[src/rtl/com_arbiter.sv]
// com_arbiter: two requesters share one com comparator; 1-cycle registered result with tag.
// Build option COM_ARB_FIXED_PRIO_EN: req0 always wins a conflict (no last_grant state).

module com #(
    parameter int unsigned XLEN = 32
) (
    input  logic [2:0]      i_op,
    input  logic [XLEN-1:0] i_lhs,
    input  logic [XLEN-1:0] i_rhs,
    output logic            o_res
);
    typedef enum logic [2:0] {
        COM_OP_EQ  = 3'b000,
        COM_OP_NE  = 3'b001,
        COM_OP_LT  = 3'b100,
        COM_OP_GE  = 3'b101,
        COM_OP_LTU = 3'b110,
        COM_OP_GEU = 3'b111
    } com_op_e;

    com_op_e w_op;
    assign w_op = com_op_e'(i_op);

    always_comb begin
        o_res = 1'b0;
        case (w_op)
            COM_OP_EQ:  o_res = (i_lhs == i_rhs);
            COM_OP_NE:  o_res = (i_lhs != i_rhs);
            COM_OP_LT:  o_res = ($signed(i_lhs) <  $signed(i_rhs));
            COM_OP_GE:  o_res = ($signed(i_lhs) >= $signed(i_rhs));
            COM_OP_LTU: o_res = (i_lhs <  i_rhs);
            COM_OP_GEU: o_res = (i_lhs >= i_rhs);
            default:    o_res = 1'b0;
        endcase
    end
endmodule

module com_arbiter #(
    parameter int unsigned XLEN  = 32,
    parameter int unsigned TAG_W = 4
) (
    input  logic             clk,
    input  logic             rst_n,
    input  logic             req0_valid,
    output logic             req0_ready,
    input  logic [2:0]       req0_op,
    input  logic [XLEN-1:0]  req0_lhs,
    input  logic [XLEN-1:0]  req0_rhs,
    input  logic [TAG_W-1:0] req0_tag,
    input  logic             req1_valid,
    output logic             req1_ready,
    input  logic [2:0]       req1_op,
    input  logic [XLEN-1:0]  req1_lhs,
    input  logic [XLEN-1:0]  req1_rhs,
    input  logic [TAG_W-1:0] req1_tag,
    output logic             rsp0_valid,
    input  logic             rsp0_ready,
    output logic             rsp0_res,
    output logic [TAG_W-1:0] rsp0_tag,
    output logic             rsp1_valid,
    input  logic             rsp1_ready,
    output logic             rsp1_res,
    output logic [TAG_W-1:0] rsp1_tag
);
    logic             r_rsp0_valid;
    logic             r_rsp0_res;
    logic [TAG_W-1:0] r_rsp0_tag;
    logic             r_rsp1_valid;
    logic             r_rsp1_res;
    logic [TAG_W-1:0] r_rsp1_tag;

    logic             w_elig0;
    logic             w_elig1;
    logic             w_grant0;
    logic             w_grant1;
    logic [2:0]       w_op;
    logic [XLEN-1:0]  w_lhs;
    logic [XLEN-1:0]  w_rhs;
    logic             w_res;

    // A slot being drained this cycle can take a new request on the same edge.
    assign w_elig0 = req0_valid && (!r_rsp0_valid || rsp0_ready);
    assign w_elig1 = req1_valid && (!r_rsp1_valid || rsp1_ready);

`ifdef COM_ARB_FIXED_PRIO_EN
    assign w_grant0 = rst_n && w_elig0;
    assign w_grant1 = rst_n && w_elig1 && !w_elig0;
`else
    logic r_last_grant;   // 1: req1 won most recently

    assign w_grant0 = rst_n && w_elig0 && (!w_elig1 || r_last_grant);
    assign w_grant1 = rst_n && w_elig1 && (!w_elig0 || !r_last_grant);
`endif

    assign req0_ready = w_grant0;
    assign req1_ready = w_grant1;

    assign w_op  = w_grant1 ? req1_op  : req0_op;
    assign w_lhs = w_grant1 ? req1_lhs : req0_lhs;
    assign w_rhs = w_grant1 ? req1_rhs : req0_rhs;

    com #(.XLEN(XLEN)) u_com (
        .i_op  (w_op),
        .i_lhs (w_lhs),
        .i_rhs (w_rhs),
        .o_res (w_res)
    );

    always_ff @(posedge clk or negedge rst_n) begin
        if (!rst_n) begin
            r_rsp0_valid <= 1'b0;
            r_rsp0_res   <= 1'b0;
            r_rsp0_tag   <= '0;
            r_rsp1_valid <= 1'b0;
            r_rsp1_res   <= 1'b0;
            r_rsp1_tag   <= '0;
`ifndef COM_ARB_FIXED_PRIO_EN
            r_last_grant <= 1'b1;
`endif
        end else begin
            if (w_grant0) begin
                r_rsp0_valid <= 1'b1;
                r_rsp0_res   <= w_res;
                r_rsp0_tag   <= req0_tag;
            end else if (rsp0_ready) begin
                r_rsp0_valid <= 1'b0;
            end
            if (w_grant1) begin
                r_rsp1_valid <= 1'b1;
                r_rsp1_res   <= w_res;
                r_rsp1_tag   <= req1_tag;
            end else if (rsp1_ready) begin
                r_rsp1_valid <= 1'b0;
            end
`ifndef COM_ARB_FIXED_PRIO_EN
            if (w_grant0 || w_grant1)
                r_last_grant <= w_grant1;
`endif
        end
    end

    assign rsp0_valid = r_rsp0_valid;
    assign rsp0_res   = r_rsp0_res;
    assign rsp0_tag   = r_rsp0_tag;
    assign rsp1_valid = r_rsp1_valid;
    assign rsp1_res   = r_rsp1_res;
    assign rsp1_tag   = r_rsp1_tag;
endmodule

[config.mk]
export PLATFORM = sky130hd
export DESIGN_NAME = com_arbiter
export DESIGN_NICKNAME = d
export VERILOG_FILES = /design/src/rtl/com_arbiter.sv
export SDC_FILE = /design/constraint.sdc
export NUM_CORES = 1
export LEC_CHECK = 0
export CORE_MARGIN = 8
export CORE_UTILIZATION = 34
export DETAILED_ROUTE_END_ITERATION = 7
export HOLD_SLACK_MARGIN = 0.12
export PLACE_DENSITY = 0.91
export SETUP_SLACK_MARGIN = 0.4
export SLEW_MARGIN = 20
export SYNTH_ARGS = -nofsm -noshare
export SYNTH_HDL_FRONTEND = slang
export SYNTH_HIERARCHICAL = 1
export SYNTH_SLANG_ARGS = --single-unit
[constraint.sdc]
create_clock -name clk -period 3.2 [get_ports clk]
set_input_delay 0.48 -clock clk [delete_from_list [all_inputs] [get_ports clk]]
set_output_delay 0.48 -clock clk [all_outputs]
set_load 0.05 [all_outputs]
==> metrics.csv <==
metric,value,unit
switchingPower,545,µW
fin_crit,3410,ps
p_per_area,290,mW/mm²
route.detailed.drc,0,
yosys-top-cells-count,"52 x mux2_4, 34 x inv_1, 32 x ha_1",
num_vias,2605,
syn_nets,419,
root_buffer,clkbuf_8,
combPwrFrac,72.9,%
cellLeakagePower,0.00227,µW
ant_nets,0,
maxCapViolCount,0,
critPathMaxStageDelay,530,ps
fin_ws,-206,ps
netlist_area,0.00249,mm²
fin_area,0.00492,mm²
final-hold-violation-count,0,
initialDrtViolationCount,58,
path_class,flip-flop to flip-flop,
clock-skew-final,1.80,ps
seq_area_frac_synth,13.1,%
die_x,102,µm
slew_violations,0,
cp.arrival,3540,ps
grt_pass1_wl,14300,µm
clockBufferDepth,2,
syn_to_final_growth,97.4,%
cts_sinks,13,
fp-row-count,31,
cp_num_buf_inv,3,
yosysTopAreaCell,mux2_4,
start_util,34.7,%
worstPathMaxFanout,12,
violations,setup timing,
path_cells,nand2_2 -> o211ai_4 -> buf_12 -> buf_12 -> mux2_4 -> ha_4 -> nand4_1 -> nor4_4 -> buf_4 -> o31a_1 -> o311a_1 -> nor3_4 -> mux2_4,
grt_usage,17.0,%
place_inst,514,
fin_setup_tns,-403,ps
slew-limit-headroom,65.0,%
cp_slowest_cell,dfstp_2,
switching_share,38.2,%
clk_latency,250,ps
htreeDepth,1,
core_area,0.00718,mm²
fillers,545,
routedWlPerCell,17.9,µm
path_delay_family,compound AO/OA/AOI/OAI gates,
synthDistinctLibCells,38,
avgSynthCellArea,10.4,µm²
ys_seq_elements,13,
wirelength,9500,µm
first_pass_iters,4,
ys_warn_count,6,
r2r-start,r_last_grant$_DFFE_PN1P_,
hold_path_class,primary input to asynchronous set/reset pin,
ys.flop_type,dfrtp_1,
dpl_cell_area,0.00448,mm²
outcome,"complete, but fails checks",
diodes,0,
antenna_found_initial,0,
required,3330,ps
yosysMostFrequentCell,mux2_4,
p_int,881,µW
setup_viol,2,
synth.top_cell.area_share,31.3,%
dp_hpwl,7630,µm
start_kind,flip-flop,
die_y,102,µm
period_share,106,%
clkTransAtPathRegs,60,ps
sequentialPowerShare,16.6,%
vias_per_cell,4.91,
portBuffers,161,
max_freq,0.294,GHz
grt_remaining_overflow,0,
synthCells,239,
pwr-share-clk,10.5,%
grt_start_max_net_pins,15,
synth_edf_count,0,
grt_setup_unrepaired,true,
final_cells,531,
setup.worst_path.start,r_last_grant$_DFFE_PN1P_,
worstMarginPinSlew,523,ps
synth_area_leaders,"mux2_4 31%, ha_1 16%, dfrtp_1 12%, mux2_2 11%, inv_1 5.1%",
cts_buffers,3,
first_global_vias,3022,
postSynth.asyncResetShare,100,%
drive_gt1_share,36.6,%
place_congestion,0.782,
cp-end-kind,flip-flop,
ios,162,
power,1430,µW
dieArea,0.0103,mm²
vdd_drop_max,0.000367,V
nets,613,
cts_tree,built,
==> cell type report <==
| class | instances | area, µm² | share of cell area [%] |
|---|---|---|---|
| inverter | 34 | 128 | 2.59 |
| sequential | 13 | 329 | 6.69 |
| timing repair buffer | 197 | 2020 | 41.0 |
| clock buffer | 4 | 45.0 | 0.916 |
| multi-input combinational | 184 | 2280 | 46.3 |
| tap | 99 | 124 | 2.52 |
==> path summary, 6_finish.rpt <==
path	end	slack (ps)	cells past startpoint
worst max register to register	rsp1_res$_DFFE_PN0P_	-210	13
worst max-delay path	rsp1_res$_DFFE_PN0P_	-210	13
min in group clk	rsp1_tag[3]$_DFFE_PN0P_	510	1
max in group asynchronous	r_last_grant$_DFFE_PN1P_	2630	2
worst min register to register	rsp1_tag[3]$_DFFE_PN0P_	510	1
worst min-delay path	rsp0_valid$_DFFE_PN0P_	320	2
==> cell usage in the layout, fill, tap and decap left out, drive strengths merged, types with 2 or more instances in the layout <==
master	instances
a211oi	2
a21boi	2
a21o	2
a21oi	14
and3	2
buf	38
clkbuf	4
clkdlybuf4s50	154
dfrtp	12
dlygate4sd2	5
ha	32
inv	34
mux2	77
nand2	9
nand2b	2
nand3	7
nand4	8
nor2	4
nor2b	3
nor3	2
nor4	3
o211ai	2
o21ai	4
o311a	2
==> registers in the layout, indices dropped and copies added, names as in the netlist <==
name,cells
r_last_grant,1
rsp0_res,1
rsp0_tag,4
rsp0_valid,1
rsp1_res,1
rsp1_tag,4
rsp1_valid,1
==> routing by layer <==
metal  share of wire, %  track usage, %  wire length (µm)
met5                  0               0                 0
met4                1.2            2.86               113
met3                9.1            4.88               862
met2                 55            33.5              5260
met1                 34            17.3              3260
==> power by group through the flow <==
stage / clock network, µW / logic [µW] / registers, µW
2_1_floorplan: 0 / 398 / 383
4_1_cts: 154 / 984 / 239
6_report: 149 / 1040 / 237
3_5_place_dp: 0 / 943 / 240
3_3_place_gp: 0 / 920 / 241
5_1_grt: 163 / 1110 / 243
==> metrics by stage <==
step	hold WS, ps	utilization (%)	setup WS, ps
floorplan	184	-	87.4
global placement	489	62.4	-498
detailed placement	498	62.4	-639
CTS	315	65.4	-166
global route	328	68.6	-375
finish	325	68.6	-206
==> kinds of logic (layout without fill, tap and decap cells) <==
group	Yosys count	in the layout	synth area share, %
adders and majority gates	32	32	16.1
and+or+nand+nor	42	42	10.8
AOI/OAI and AO/OA	33	33	9.19
DFF	13	13	13.1
muxes	77	77	42.6
buffers and inverters	42	235	8.23
==> timing repair <==
action | 4_1_cts | 5_1_grt
setup buffers | 8 | 3
pin swaps | 12 | 10
hold endpoints to repair | 0 | 0
gates cloned | 2 | 0
setup endpoints to repair | 2 | 2
gates resized for setup | 18 | 25
hold buffers | 0 | 0
(Power assumes the default switching activity.)
